--- src/rtl/irq_pending_encoder_if.sv ---
// rtl/irq_pending_encoder_if.sv - request/mask/flush inputs and index handshake of the pending encoder
interface irq_pending_encoder_if #(
    parameter int N_REQ = 8
) ();
    localparam int IDX_W = $clog2(N_REQ);

    logic [N_REQ-1:0] req_i;
    logic [N_REQ-1:0] mask_i;
    logic             clear_i;
    logic [IDX_W-1:0] idx_o;
    logic             valid_o;
    logic             ready_i;
    logic             none_o;

    modport slave (
        input  req_i,
        input  mask_i,
        input  clear_i,
        input  ready_i,
        output idx_o,
        output valid_o,
        output none_o
    );

    modport master (
        output req_i,
        output mask_i,
        output clear_i,
        output ready_i,
        input  idx_o,
        input  valid_o,
        input  none_o
    );
endinterface

--- src/rtl/irq_pending_encoder.sv ---
// rtl/irq_pending_encoder.sv - pending capture, mask and registered priority slot; IRQ_EDGE_DETECT_EN selects edge capture
module irq_pending_encoder #(
    parameter int N_REQ = 8
) (
    input  logic                  clk,
    input  logic                  reset_n,
    irq_pending_encoder_if.slave  bus
);
    localparam int IDX_W = $clog2(N_REQ);

    logic [N_REQ-1:0] pending;
    logic [N_REQ-1:0] cap;
    logic [N_REQ-1:0] acc_bit;
    logic [N_REQ-1:0] elig;
    logic [IDX_W-1:0] sel;
    logic [IDX_W-1:0] idx_q;
    logic             valid_q;
    logic             acc;

`ifdef IRQ_EDGE_DETECT_EN
    logic [N_REQ-1:0] req_q;

    always_ff @(posedge clk or negedge reset_n) begin
        if (!reset_n) begin
            req_q <= '0;
        end else begin
            req_q <= bus.req_i;
        end
    end

    assign cap = bus.req_i & ~req_q;
`else
    assign cap = bus.req_i;
`endif

    assign acc     = valid_q && bus.ready_i;
    assign acc_bit = acc ? ({{(N_REQ-1){1'b0}}, 1'b1} << idx_q) : '0;
    // The accepted bit is excluded so the slot reloads with the next winner without a bubble.
    assign elig    = pending & ~bus.mask_i & ~acc_bit;

    always_comb begin
        sel = '0;
        for (int i = 0; i < N_REQ; i++) begin
            if (elig[i]) begin
                sel = i[IDX_W-1:0];
            end
        end
    end

    // Capture is OR-ed after the accept clear so a same-cycle set survives.
    always_ff @(posedge clk or negedge reset_n) begin
        if (!reset_n) begin
            pending <= '0;
        end else if (bus.clear_i) begin
            pending <= '0;
        end else begin
            pending <= (pending & ~acc_bit) | cap;
        end
    end

    always_ff @(posedge clk or negedge reset_n) begin
        if (!reset_n) begin
            idx_q   <= '0;
            valid_q <= 1'b0;
        end else if (bus.clear_i) begin
            valid_q <= 1'b0;
        end else if (!valid_q || bus.ready_i) begin
            if (elig != '0) begin
                idx_q   <= sel;
                valid_q <= 1'b1;
            end else begin
                valid_q <= 1'b0;
            end
        end
    end

    assign bus.idx_o   = idx_q;
    assign bus.valid_o = valid_q;
    assign bus.none_o  = ~|(pending & ~bus.mask_i);
endmodule

--- src/flat_wrapper.sv ---
// flat-port wrapper written by rule: the top's interface ports become plain ports
module irq_pending_encoder_flat 
#(
    parameter int N_REQ = 8
)
  (clk, reset_n, bus_req_i, bus_mask_i, bus_clear_i, bus_ready_i, bus_idx_o, bus_valid_o, bus_none_o);
  irq_pending_encoder_if #(.N_REQ(N_REQ)) bus_i ();
  input  logic clk;
  input  logic reset_n;
  input wire logic [$bits(bus_i.req_i)-1:0] bus_req_i;
  input wire logic [$bits(bus_i.mask_i)-1:0] bus_mask_i;
  input wire logic [$bits(bus_i.clear_i)-1:0] bus_clear_i;
  input wire logic [$bits(bus_i.ready_i)-1:0] bus_ready_i;
  output wire logic [$bits(bus_i.idx_o)-1:0] bus_idx_o;
  output wire logic [$bits(bus_i.valid_o)-1:0] bus_valid_o;
  output wire logic [$bits(bus_i.none_o)-1:0] bus_none_o;
  assign bus_i.req_i = bus_req_i;
  assign bus_i.mask_i = bus_mask_i;
  assign bus_i.clear_i = bus_clear_i;
  assign bus_i.ready_i = bus_ready_i;
  assign bus_idx_o = bus_i.idx_o;
  assign bus_valid_o = bus_i.valid_o;
  assign bus_none_o = bus_i.none_o;
  irq_pending_encoder #(.N_REQ(N_REQ)) u_core (.clk(clk), .reset_n(reset_n), .bus(bus_i));
endmodule
--- config.mk ---
export PLATFORM = sky130hd
export DESIGN_NAME = irq_pending_encoder_flat
export DESIGN_NICKNAME = d
export VERILOG_FILES = /design/src/rtl/irq_pending_encoder_if.sv /design/src/rtl/irq_pending_encoder.sv /design/src/flat_wrapper.sv
export SDC_FILE = /design/constraint.sdc
export NUM_CORES = 1
export LEC_CHECK = 0
export BUFFER_PORTS_ARGS = -buffer_cell sky130_fd_sc_hd__clkbuf_2
export CORE_MARGIN = 3
export CORE_UTILIZATION = 40
export DETAILED_ROUTE_END_ITERATION = 8
export PLACE_DENSITY_LB_ADDON = 0.15
export SLEW_MARGIN = 15
export SYNTH_ARGS = -nofsm -noshare
export SYNTH_HDL_FRONTEND = slang
export SYNTH_SLANG_ARGS = --single-unit
--- constraint.sdc ---
create_clock -name clk -period 2.5 [get_ports clk]
set_clock_uncertainty 0.1 [all_clocks]
set_input_delay 0.5 -clock clk [delete_from_list [all_inputs] [get_ports clk]]
set_output_delay 0.5 -clock clk [all_outputs]
set_load 0.01 [all_outputs]
==> flow_metrics.env <==
export IMPL_status="finished clean"
export IMPL_yosysWarnings=0
export IMPL_clock_latency_ns=0.28
export IMPL_synth_edf_count=0
export IMPL_hpwlAfterDp_um=1545
export IMPL_drive_above_1_share_pct=34.43
export IMPL_post_cts_repair_setup_buffers=0
export IMPL_dp_slack_ns=0.1600
export IMPL_synth_top_cell_by_area="dfrtp_1"
export IMPL_path_max_fanout=7
export IMPL_cellLeakagePower_nw=0.5052
export IMPL_coreArea_sq_mm=0.002022
export IMPL_syn_avg_cell_area_sq_um=9.029
export IMPL_diodes=0
export IMPL_tns_ns=0
export IMPL_fin_crit_sh_pct=87.46
export IMPL_async_reset_ff_share_pct=100.0
export IMPL_fillers=201
export IMPL_gp_congestion=0.8534
export IMPL_start_util_pct=43.32
export IMPL_cp_required_ns=2.57
export IMPL_post_route_min_period_ns=2.186
export IMPL_port_buffers=24
export IMPL_relSlewSlack_pct=75.99
export IMPL_synth_top_family_by_area="simple AND/OR/NAND/NOR gates"
export IMPL_cts_sinks=12
export IMPL_viasPerCell=5.389
export IMPL_drt_first_pass_iters=4
export IMPL_finalCoreUtilization_pct=51.18
export IMPL_finalInstanceArea_sq_mm=0.001035
export IMPL_finalMaxSlewViolations=0
export IMPL_cts_tree="built"
export IMPL_setup_ws_ns=0.3136
export IMPL_synth_fa_ha_area_share_pct=0
export IMPL_ys_types=40
export IMPL_cp_arrival_ns=2.26
export IMPL_regArea_sq_um=300.3
export IMPL_synthMuxAreaShare_pct=2.857
export IMPL_drc_errors=0
export IMPL_multiInputGateArea_sq_um=515.5
export IMPL_placed_cell_area_sq_um=988.4
export IMPL_ys_ff_latch=12
export IMPL_power_uw=694.9
export IMPL_synth_area_top_cells="dfrtp_1, a21oi_1, nand2b_1"
export IMPL_yosysSeqAreaShare_pct=34.29
export IMPL_io_pin_count=25
export IMPL_wirelength_um=2028
export IMPL_critical_path_endpoint_type="register"
export IMPL_grt_setup_unrepaired="false"
export IMPL_yosysMostFrequentCell="dfrtp_1"
export IMPL_yosys_area_share_simple_pct=30.14
export IMPL_ctsLongestPathBuffers=2
export IMPL_crit_type="reg2reg"
export IMPL_whs_path_depth=3
export IMPL_synthFlopType="dfrtp_1"
export IMPL_die_x_um=52.80
export IMPL_clkSlewWorstSetupHoldPaths_ns=0.08
export IMPL_r2r_cells=5
export IMPL_grt_pass1_vias=753
export IMPL_rows=16
export IMPL_dr_total_vias=803
export IMPL_cp_start_kind="register"
export IMPL_dieArea_sq_mm=0.002787
export IMPL_nets=143
export IMPL_antenna_found_initial=0
export IMPL_synthXorXnorAreaFrac_pct=0
export IMPL_ant_nets=0
export IMPL_wl_per_cell_um=13.61
export IMPL_cts_root_buf="clkbuf_4"
export IMPL_netlist_area_sq_um=875.8
export IMPL_cts_buffers=3
export IMPL_area_delta_synth_final_pct=18.14
export IMPL_hold_viol=0
export IMPL_overflow=0
export IMPL_synthTopCellsByCount="dfrtp_1, a21oi_1, nor2_1, nand2_1, nand2b_1"
export IMPL_ff2ff_setup_slack_ns=0.31
export IMPL_tightest_slew_ns=0.3590
export IMPL_maxCapViolations=0
export IMPL_yosysTopAreaCellShare_pct=34.29
export IMPL_track_usage_pct=17.17
export IMPL_grt_max_degree=18
export IMPL_first_iter_violations=13
export IMPL_cts_htree_levels=1
export IMPL_max_freq_mhz=457.4
export IMPL_hold_class="in2reg"
export IMPL_synthCells=97
export IMPL_power_density_mw_per_mm2=671.6
export IMPL_ir_drop_v=0.0002835
export IMPL_setup_viol=0
export IMPL_synth_compound_area_share_pct=25.86
export IMPL_grt_first_pass_wirelength_um=3381
export IMPL_die_y_um=52.80
export IMPL_syn_nets=117
through the flow:
| step | instances | hold slack (ns) |
|---|---|---|
| final | 149 | 0.3166 |
| after global routing | 149 | 0.3140 |
| after CTS | 149 | 0.3071 |
| after detailed placement | 144 | 0.3119 |
| after global placement | 144 | 0.3145 |
| after floorplan | 97 | 0.1044 |
final cells by class:
class / instances / area share, %
Inverter: 3 / 1.088
Sequential cell: 12 / 29.02
Tap cell: 27 / 3.265
Clock buffer: 4 / 3.507
Multi-Input combinational cell: 77 / 49.82
Timing Repair Buffer: 26 / 13.30
cell usage in the layout, fill, tap and decap left out, types with 2 or more instances in the layout:
master,n
nand3_1,2
inv_1,3
nor2_1,10
clkbuf_4,3
o22ai_1,2
o2111ai_1,2
dfrtp_1,12
a21oi_1,11
or2b_2,4
nand2_1,9
clkbuf_2,24
a21o_1,2
nand2b_1,8
o21ai_0,2
final timing paths:
check	startpoint	end
worst min-delay path	bus_req_i[7]	u_core.pending[7]$_DFF_PN0_
worst max register to register	u_core.bus.idx_o[0]$_DFFE_PN0P_	u_core.bus.idx_o[1]$_DFFE_PN0P_
worst max-delay path	u_core.bus.idx_o[0]$_DFFE_PN0P_	u_core.bus.idx_o[1]$_DFFE_PN0P_
min in group asynchronous	reset_n	u_core.bus.idx_o[2]$_DFFE_PN0P_
worst min register to register	u_core.pending[2]$_DFF_PN0_	u_core.pending[2]$_DFF_PN0_
max in group asynchronous	reset_n	u_core.pending[2]$_DFF_PN0_
worst max-delay path: stages, from the launching register on:
cell	delay, ns
dfrtp_1	0.44
and3b_1	0.35
nor2_2	0.07
a221o_1	0.32
o41ai_4	0.46
mux2_4	0.33
power by group:
| group | switching, mW | internal (mW) | total (mW) |
|---|---|---|---|
| Clock | 0.0736 | 0.0886 | 0.162 |
| Combinational | 0.152 | 0.125 | 0.276 |
| Sequential | 0.0329 | 0.223 | 0.256 |
cell families (layout without fill, tap and decap cells):
family                 after synthesis  count (layout)
AOI/OAI and AO/OA                   30              30
and+or+nand+nor                     45              45
DFF                                 12              12
muxes                                2               2
buffers and inverters                8              33
timing repair:
action	in CTS	in global routing
hold buffers	1	0
gates resized for setup	0	0
hold endpoints to repair	8	0
endpoints found under the setup margin	0	0
per-layer routing:
layer / global-route usage, % / vias to the layer above / share of wire (%)
met5: 0 / - / 0
met4: 11.06 / 0 / 2.9
met3: 3.419 / 6 / 4.2
li1: - / 405 / -
met1: 23.12 / 370 / 47
met2: 24.59 / 22 / 46
registers in the layout, indices dropped and copies added (netlist names):
signal and flops:
u_core.bus.idx_o 3, u_core.bus.valid_o 1, u_core.pending 8
Note: power is estimated with default switching activity, not from simulation.
